File: src/rtl/program_loader_if.sv
// ---------------------------------------------------------------------------
// program_loader_if : start/stream/memory-write bundle for program_loader
// Rev 1.0
// ---------------------------------------------------------------------------
`default_nettype none

interface program_loader_if #(
  parameter int ADDR_W = 4,
  parameter int DATA_W = 4
);
  logic                start;
  logic [ADDR_W:0]     len;
  logic                in_valid;
  logic [2*DATA_W-1:0] in_data;
  logic                in_ready;
  logic                mem_we;
  logic [ADDR_W-1:0]   mem_addr;
  logic [DATA_W-1:0]   mem_function;
  logic [DATA_W-1:0]   mem_value;
  logic                cpu_hold;
  logic                busy;
  logic                done;
  logic                err;

  modport master (
    output start, len, in_valid, in_data,
    input  in_ready, mem_we, mem_addr, mem_function, mem_value,
    input  cpu_hold, busy, done, err
  );

  modport slave (
    input  start, len, in_valid, in_data,
    output in_ready, mem_we, mem_addr, mem_function, mem_value,
    output cpu_hold, busy, done, err
  );
endinterface

`default_nettype wire

File: src/rtl/program_loader.sv
// ---------------------------------------------------------------------------
// program_loader : streams a {function,value} image into instruction memory,
// verifies an XOR checksum and releases the CPU hold only on a good load.
// Rev 1.0
// ---------------------------------------------------------------------------
`default_nettype none

module program_loader #(
  parameter int ADDR_W  = 4,
  parameter int DATA_W  = 4,
  parameter int DEPTH   = 16,
  parameter int TIMEOUT = 0
) (
  input wire               clk,
  input wire               rst_n,
  program_loader_if.slave  bus
);

  localparam int TW = (TIMEOUT > 1) ? $clog2(TIMEOUT) : 1;
  localparam logic [TW-1:0]   c_tlast = TW'(TIMEOUT - 1);
  localparam logic [ADDR_W:0] c_depth = (ADDR_W + 1)'(DEPTH);

  typedef enum logic [1:0] {
    S_IDLE  = 2'd0,
    S_LOAD  = 2'd1,
    S_CHECK = 2'd2,
    S_DONE  = 2'd3
  } state_t;

  state_t              r_state;
  state_t              w_state_nx;
  logic [ADDR_W:0]     r_n;
  logic [ADDR_W:0]     r_count;
  logic [2*DATA_W-1:0] r_csum;
  logic [TW-1:0]       r_tcnt;
  logic                r_err;
  logic                r_hold;
  logic                r_ready;
  logic                r_busy;
  logic                r_done;
  logic                r_we;
  logic [ADDR_W-1:0]   r_addr;
  logic [DATA_W-1:0]   r_fn;
  logic [DATA_W-1:0]   r_val;

  logic [ADDR_W:0]     w_n;
  logic                w_start;
  logic                w_beat;
  logic                w_last;
  logic                w_active;
  logic                w_timeout;

  always_comb begin
    w_n       = (bus.len > c_depth) ? c_depth : bus.len;
    w_start   = (r_state == S_IDLE) && bus.start;
    w_beat    = bus.in_valid && r_ready;
    w_last    = (r_count == r_n - 1'b1);
    w_active  = (r_state == S_LOAD) || (r_state == S_CHECK);
    // Counter only runs while waiting; a beat on the deadline cycle wins.
    w_timeout = (TIMEOUT > 0) && w_active && !w_beat && (r_tcnt == c_tlast);
  end

  always_comb begin
    w_state_nx = r_state;
    case (r_state)
      S_IDLE:  if (w_start) w_state_nx = (w_n == '0) ? S_CHECK : S_LOAD;
      S_LOAD: begin
        if (w_beat && w_last) w_state_nx = S_CHECK;
        else if (w_timeout)   w_state_nx = S_DONE;
      end
      S_CHECK: if (w_beat || w_timeout) w_state_nx = S_DONE;
      S_DONE:  w_state_nx = S_IDLE;
      default: w_state_nx = S_IDLE;
    endcase
  end

  always_ff @(posedge clk or negedge rst_n) begin
    if (!rst_n) r_state <= S_IDLE;
    else        r_state <= w_state_nx;
  end

  // Handshake/status flags are derived from the next state so they stay registered.
  always_ff @(posedge clk or negedge rst_n) begin
    if (!rst_n) begin
      r_ready <= 1'b0;
      r_busy  <= 1'b0;
      r_done  <= 1'b0;
    end else begin
      r_ready <= (w_state_nx == S_LOAD) || (w_state_nx == S_CHECK);
      r_busy  <= (w_state_nx != S_IDLE);
      r_done  <= (w_state_nx == S_DONE);
    end
  end

  always_ff @(posedge clk or negedge rst_n) begin
    if (!rst_n) begin
      r_n     <= '0;
      r_count <= '0;
      r_csum  <= '0;
      r_tcnt  <= '0;
      r_err   <= 1'b0;
      r_hold  <= 1'b1;
      r_we    <= 1'b0;
      r_addr  <= '0;
      r_fn    <= '0;
      r_val   <= '0;
    end else begin
      r_we <= 1'b0;
      if (w_start) begin
        r_n     <= w_n;
        r_count <= '0;
        r_csum  <= '0;
        r_tcnt  <= '0;
        r_err   <= 1'b0;
        r_hold  <= 1'b1;
      end
      if (w_active && TIMEOUT > 0) begin
        if (w_beat) r_tcnt <= '0;
        else        r_tcnt <= r_tcnt + 1'b1;
      end
      if (w_timeout) r_err <= 1'b1;
      if (r_state == S_LOAD && w_beat) begin
        r_we    <= 1'b1;
        r_addr  <= r_count[ADDR_W-1:0];
        r_fn    <= bus.in_data[2*DATA_W-1:DATA_W];
        r_val   <= bus.in_data[DATA_W-1:0];
        r_csum  <= r_csum ^ bus.in_data;
        r_count <= r_count + 1'b1;
      end
      if (r_state == S_CHECK && w_beat && (bus.in_data != r_csum)) r_err <= 1'b1;
      if (r_state == S_DONE) r_hold <= r_err;
    end
  end

  assign bus.in_ready     = r_ready;
  assign bus.mem_we       = r_we;
  assign bus.mem_addr     = r_addr;
  assign bus.mem_function = r_fn;
  assign bus.mem_value    = r_val;
  assign bus.cpu_hold     = r_hold;
  assign bus.busy         = r_busy;
  assign bus.done         = r_done;
  assign bus.err          = r_err;

endmodule

`default_nettype wire
File: src/flat_wrapper.sv
// flat-port wrapper written by rule: the top's interface ports become plain ports
module program_loader_flat 
#(
  parameter int ADDR_W  = 4,
  parameter int DATA_W  = 4,
  parameter int DEPTH   = 16,
  parameter int TIMEOUT = 0
)
  (clk, rst_n, bus_start, bus_len, bus_in_valid, bus_in_data, bus_in_ready, bus_mem_we, bus_mem_addr, bus_mem_function, bus_mem_value, bus_cpu_hold, bus_busy, bus_done, bus_err);
  program_loader_if #(.ADDR_W(ADDR_W), .DATA_W(DATA_W)) bus_i ();
  input wire clk;
  input wire rst_n;
  input wire logic [$bits(bus_i.start)-1:0] bus_start;
  input wire logic [$bits(bus_i.len)-1:0] bus_len;
  input wire logic [$bits(bus_i.in_valid)-1:0] bus_in_valid;
  input wire logic [$bits(bus_i.in_data)-1:0] bus_in_data;
  output wire logic [$bits(bus_i.in_ready)-1:0] bus_in_ready;
  output wire logic [$bits(bus_i.mem_we)-1:0] bus_mem_we;
  output wire logic [$bits(bus_i.mem_addr)-1:0] bus_mem_addr;
  output wire logic [$bits(bus_i.mem_function)-1:0] bus_mem_function;
  output wire logic [$bits(bus_i.mem_value)-1:0] bus_mem_value;
  output wire logic [$bits(bus_i.cpu_hold)-1:0] bus_cpu_hold;
  output wire logic [$bits(bus_i.busy)-1:0] bus_busy;
  output wire logic [$bits(bus_i.done)-1:0] bus_done;
  output wire logic [$bits(bus_i.err)-1:0] bus_err;
  assign bus_i.start = bus_start;
  assign bus_i.len = bus_len;
  assign bus_i.in_valid = bus_in_valid;
  assign bus_i.in_data = bus_in_data;
  assign bus_in_ready = bus_i.in_ready;
  assign bus_mem_we = bus_i.mem_we;
  assign bus_mem_addr = bus_i.mem_addr;
  assign bus_mem_function = bus_i.mem_function;
  assign bus_mem_value = bus_i.mem_value;
  assign bus_cpu_hold = bus_i.cpu_hold;
  assign bus_busy = bus_i.busy;
  assign bus_done = bus_i.done;
  assign bus_err = bus_i.err;
  program_loader #(.ADDR_W(ADDR_W), .DATA_W(DATA_W), .DEPTH(DEPTH), .TIMEOUT(TIMEOUT)) u_core (.clk(clk), .rst_n(rst_n), .bus(bus_i));
endmodule
File: config.mk
export PLATFORM = sky130hd
export DESIGN_NAME = program_loader_flat
export DESIGN_NICKNAME = d
export VERILOG_FILES = /design/src/rtl/program_loader_if.sv /design/src/rtl/program_loader.sv /design/src/flat_wrapper.sv
export SDC_FILE = /design/constraint.sdc
export NUM_CORES = 1
export LEC_CHECK = 0
export CAP_MARGIN = 15
export CORE_ASPECT_RATIO = 1.4
export CORE_UTILIZATION = 30
export DETAILED_ROUTE_END_ITERATION = 12
export PLACE_DENSITY = 0.64
export RECOVER_POWER = 25
export SLEW_MARGIN = 20
export SYNTH_ARGS = -nofsm -noshare
export SYNTH_HDL_FRONTEND = slang
export SYNTH_SLANG_ARGS = --single-unit
File: constraint.sdc
create_clock -name clk -period 1.65 [get_ports clk]
set_input_delay 0.33 -clock clk [delete_from_list [all_inputs] [get_ports clk]]
set_output_delay 0.33 -clock clk [all_outputs]
set_load 0.02 [all_outputs]
# Word-level counts from Yosys, hierarchy flattened
# Index checks and enable logic that the tools add are counted.
[classes]
addsub = 2
magnitude_cmp = 1
n_eq_ne = 8
n_mux = 15
n_bitwise = 1
n_reduce_logical = 13
[op_table]
columns = ["operator", "count"]
rows = [
  ["$mux W8", 2],
  ["$mux W5", 3],
  ["$eq A2 B2 Y1 const B", 4],
  ["$mux W2", 4],
  ["$ne A8 B8 Y1", 1],
  ["$pmux W2 S4", 1],
  ["$reduce_bool A2 Y1", 4],
  ["$xor A8 B8 Y8", 1],
  ["$logic_and A1 B1 Y1", 6],
  ["$add A5 B1 Y5 const B", 1],
  ["$eq A5 B5 Y1", 1],
  ["$gt A5 B5 Y1 const B", 1],
  ["$logic_not A5 Y1", 1],
  ["$mux W1", 5],
  ["$sub A5 B1 Y5 const B", 1],
  ["$eq A2 B1 Y1 const B", 2],
  ["$logic_not A2 Y1", 1],
  ["$logic_or A1 B1 Y1", 1],
]
[totals]
reg_bits = 38
in_bits = 17
wordCells = 53

# Longest topological paths before layout
[depth]
word_depth = 8
depth_mapped = 8

# Worst setup path after synthesis
# OpenSTA, ideal clock, no wires.
[synth_timing]
kind = "register -> register"
from = "reg u_core.r_n[0]"
to = "reg u_core.r_ready (netlist: u_core.bus.in_ready)"
setup_ns = 0.126
t_arrival_ns = 1.539
required_ns = 1.524
setup_slack_ns = -0.015
path_stages_with_launch = 8
synth_period_minus_slack_ns = 1.665
cell_sequence = "dfrtp_1 -> inv_1 -> ha_1 -> nand2b_1 -> o211a_1 -> o31a_1 -> o21ai_0 -> ha_1"
[synth_between]
elab_chain_cells = 7
elab_cells_between_ends = 8
classes_between = "add/sub (1); eq/ne (3); mux (2); reduce/logical (2)"
[synth_lines]
columns = ["item", "line_no", "source"]
rows = [
  ["from (decl)", "program_loader.sv:32", "logic [ADDR_W:0] r_n;"],
  ["from (signal assigned)", "program_loader.sv:110", "r_n <= w_n;"],
  ["$sub A5 B1 Y5 *", "program_loader.sv:57", "w_last = (r_count == r_n - 1'b1);"],
  ["$eq A5 B5 Y1 *", "program_loader.sv:57", ""],
  ["$logic_and A1 B1 Y1 *", "program_loader.sv:68", "if (w_beat && w_last) w_state_nx = S_CHECK;"],
  ["$mux W2 *", "program_loader.sv:68", ""],
  ["$pmux W2 S4 *", "program_loader.sv:65", "case (r_state)"],
  ["$eq A2 B1 Y1 or $eq A2 B2 Y1 (tied branches)", "program_loader.sv:89", "r_ready <= (w_state_nx == S_LOAD) || (w_state_nx == S_CHECK);"],
  ["$logic_or A1 B1 Y1 *", "program_loader.sv:89", ""],
  ["to (signal assigned)", "program_loader.sv:89", ""],
  ["to (decl)", "program_loader.sv:38", "logic r_ready;"],
]
# Mark *: on every way between the ends. The rest lies on a longest branch, timed or not.
# A chain may end at the register's enable or synchronous reset.

# Worst setup path after layout
# Ends and elaborated chain as after synthesis.

==> impl_results.md <==
- Status: finished, violations left
- Failing checks: setup timing
- Routed WL: 4.00 mm
- Cell count after synthesis: ~200
- Share of cells above drive strength 1: between 10% and 20%
- Area after DPL: ~2400 um^2
- Data arrival, critical path: 1.85 ns
- Reg2Reg Capture Point: u_core.bus.in_ready$_DFF_PN0_
- Dpl ws: -0.354 ns
- Synth Net Count: about 220
- Largest net degree at the start of global routing: 25
- Vias per cell: about 4.8
- Wire per inst: about 12 um
- Final Hold Vio Count: 0
- ANT cells: 0
- Reg area: roughly 950 um^2
- Antenna Nets Post-Route: 0
- Post-synth top flop: dfrtp_1
- Area leader, netlist: dfrtp_1
- Headroom to the max-slew limit: 66.8%
- Final slew viol count: 0
- Setup slack, reg-to-reg: -0.03 ns
- Crit Path Max Fanout: 4
- Netlist cell types: 34
- Worst Hold Class: reg -> reg
- Period utilisation layout: 102%
- Worst Hold Endpoint: u_core.bus.mem_value[2]$_DFFE_PN0P_
- Non-Filler Instances: 323
- R2R depth: 7
- TritonCTS clock tree: done
- CP endpoint kind: flop
- Setup ws final: -0.0293 ns
- Leak pwr: 1.16 nW
- Clock-pin transition on the worst setup and hold timing paths: 0.07 ns
- Initial drt markers: around 100
- RR Startpoint: u_core.r_n[0]$_DFFE_PN0P_
- FILL cells: a little over 600
- Fmax: 595 MHz
- Clk sinks: 38
- # DRC: 0
- Required time of the critical path: 1.82 ns
- Core box area: about 5900 um^2
- Hold Startpoint: u_core.bus.mem_value[2]$_DFFE_PN0P_
- Area Overhead vs Synth: 39.0%
- Register area share after synthesis: approximately half
- Cell with the most instances after synthesis: nand2_1
- TritonCTS buffer count: 5
- Yosys reg bits: 38
- Slowest CP cell: dfrtp_1
- Io pins: 35
- Area of the multi-input gates: 871 um^2
- Post-DP HPWL: roughly 3.0 mm
- Cells after DPL: ~310
- Vias in the first global route: 1612
- Max stage delay on crit path: around 0.4 ns
- Die area: roughly 6500 um^2
- Die X: between 60 and 70 um
- Synth warnings: 0
- Cell Area, Synth: ~1800 um^2
- Critical path type: reg -> reg
- Fin crit period: approximately 1.7 ns
- PwrDens: approximately 1600 nW/um^2
- Post-synth top area share: roughly 50%
- Async SR Flop Fraction: 100%
- Leading cell types by total area after synthesis: dfrtp_1 (50%), nand2_1 (9.4%), o21ai_0 (6.5%)
- H-tree level count: 2
- Total power: ~0.0042 W
- First-pass GRT wire length: 6.95 mm
- RD Place Congestion: 0.730
- Grt ovf: 0
- Post-synth EDFFs: 0
- Die Ht: between 90 and 100 um
- Port Buffers: 34
- Syn_area_per_cell: 9.46 um^2
- Gr usage total: roughly 14%
- Initial core utilization: 31.2%
- Worst-case vdd ir drop: roughly 660 uV
- Critical path startpoint category: flop
- Vias: about 1500
- Fin util: 43.4%
- Clk Latency, worst-skew pair: slightly below 0.3 ns
- Commonest cells in the netlist: nand2_1 (46), dfrtp_1 (37), o21ai_0 (24)
- CTS Root Cell: clkbuf_8
- Max clock buf depth: 2
- Worst Skew: 0.00295 ns
- Final #Nets: between 200 and 300
- First-pass iteration count of the detailed router: 4
- Slew @ Worst Pin: a little under 0.5 ns
- Antenna violations before repair: 0
- MaxCap Viol Count: 0
- Final setup viols: 1
- Critical Path, Cell by Cell: inv_2 -> ha_4 -> nand2_2 -> o211a_1 -> o31a_1 -> o21ai_2 -> ha_1
- Post-route cell area: around 2600 um^2
- RSZ-0062 raised after global routing: yes
- Hold depth: 2
- # rows: 33
==> sequential cells by signal (all words and copies together), names as in the netlist <==
register and count:
u_core.bus.cpu_hold 1, u_core.bus.done 1, u_core.bus.mem_we 1, u_core.bus.mem_addr 4, u_core.r_count 5, u_core.r_state 2
u_core.bus.err 1, u_core.r_n 5, u_core.bus.busy 1, u_core.r_csum 8, u_core.bus.mem_function 4, u_core.bus.mem_value 4
u_core.bus.in_ready 1
==> layout make-up <==
cell class	count	area share, %
repair buffers	58	20.0
multi-input cells	141	34.0
well taps	70	3.42
inverters	8	1.17
flip-flops and latches	38	37.1
clock buffers	8	4.29
==> logic make-up after synthesis <==
| logic type | share of synthesized area, % |
|---|---|
| compound gates | 12.7 |
| xor+xnor | 5.22 |
| flops | 51.6 |
| simple gates | 21.0 |
| mux | 1.70 |
| buf+inv | 5.02 |
| fa+ha+maj | 2.71 |
==> cells in the final DEF (no fill, tap or decap), drive strengths merged, types with 2 or more instances in the layout <==
cell type / Yosys / routed
o21ai: 26 / 26
nand2b: 9 / 9
nand3: 3 / 3
ha: 4 / 4
nand4: 5 / 5
xnor2: 6 / 6
nor4: 2 / 2
a21oi: 3 / 3
clkdlybuf4s50: 0 / 31
clkbuf: 2 / 10
o31ai: 2 / 2
inv: 8 / 8
mux2i: 2 / 2
nor2: 12 / 12
buf: 6 / 22
a21boi: 2 / 2
nand2: 46 / 46
dfrtp: 37 / 37
nor3: 3 / 3
xor2: 5 / 5
dlygate4sd2: 0 / 2
==> where the power goes <==
part | leakage (nW) | switching, W | internal (W)
Combinational | 0.634 | 0.000940 | 0.000905
Sequential | 0.470 | 0.000285 | 0.00129
Clock | 0.0575 | 0.000320 | 0.000422
Total | 1.16 | 0.00154 | 0.00262
==> what timing repair did <==
action,4_1_cts,5_1_grt
hold buffers,1,0
endpoints found under the setup margin,14,3
hold endpoints to repair,5,0
buffers inserted,1,0
gates resized for setup,8,10
==> worst max-delay path, delay by kind of cell (launching register included) <==
family | cells | cell delay (ns)
AO/OA/AOI/OAI | 3 | 0.68
flip-flops | 1 | 0.39
buffers and inverters | 1 | 0.07
adder cells (fa/ha/maj) | 2 | 0.39
AND/OR/NAND/NOR | 1 | 0.05
==> routing by layer <==
layer | up-vias | GRT usage (%) | share of wire (%)
met2 | 32 | 24.3 | 51
met4 | 0 | 8.16 | 2.6
li1 | 777 | - | -
met3 | 7 | 3.02 | 2.7
met1 | 720 | 16.4 | 44
met5 | - | 0 | 0
==> stage by stage <==
step,TNS [ns],hold slack (ns)
after floorplan,0,0.0344
after global placement,-4.04,0.300
after detailed placement,-4.70,0.312
after CTS,-0.0635,0.483
after global routing,-0.230,0.506
final,-0.0293,0.474
==> how the worst max path moves through the flow <==
stage                                          from                             to  slack [ns]  cells after the start
after floorplan           u_core.r_n[0]$_DFFE_PN0P_  u_core.bus.in_ready$_DFF_PN0_       0.008                      7
after global placement                 bus_in_valid   u_core.r_csum[1]$_DFFE_PN0P_       -0.31                      6
after detailed placement               bus_in_valid   u_core.r_csum[7]$_DFFE_PN0P_       -0.35                      6
after CTS                 u_core.r_n[1]$_DFFE_PN0P_  u_core.bus.in_ready$_DFF_PN0_       -0.05                      7
after global routing      u_core.r_n[1]$_DFFE_PN0P_  u_core.bus.in_ready$_DFF_PN0_       -0.10                      7
final                     u_core.r_n[0]$_DFFE_PN0P_  u_core.bus.in_ready$_DFF_PN0_       -0.03                      7
Note: power is estimated with default switching activity, not from simulation.
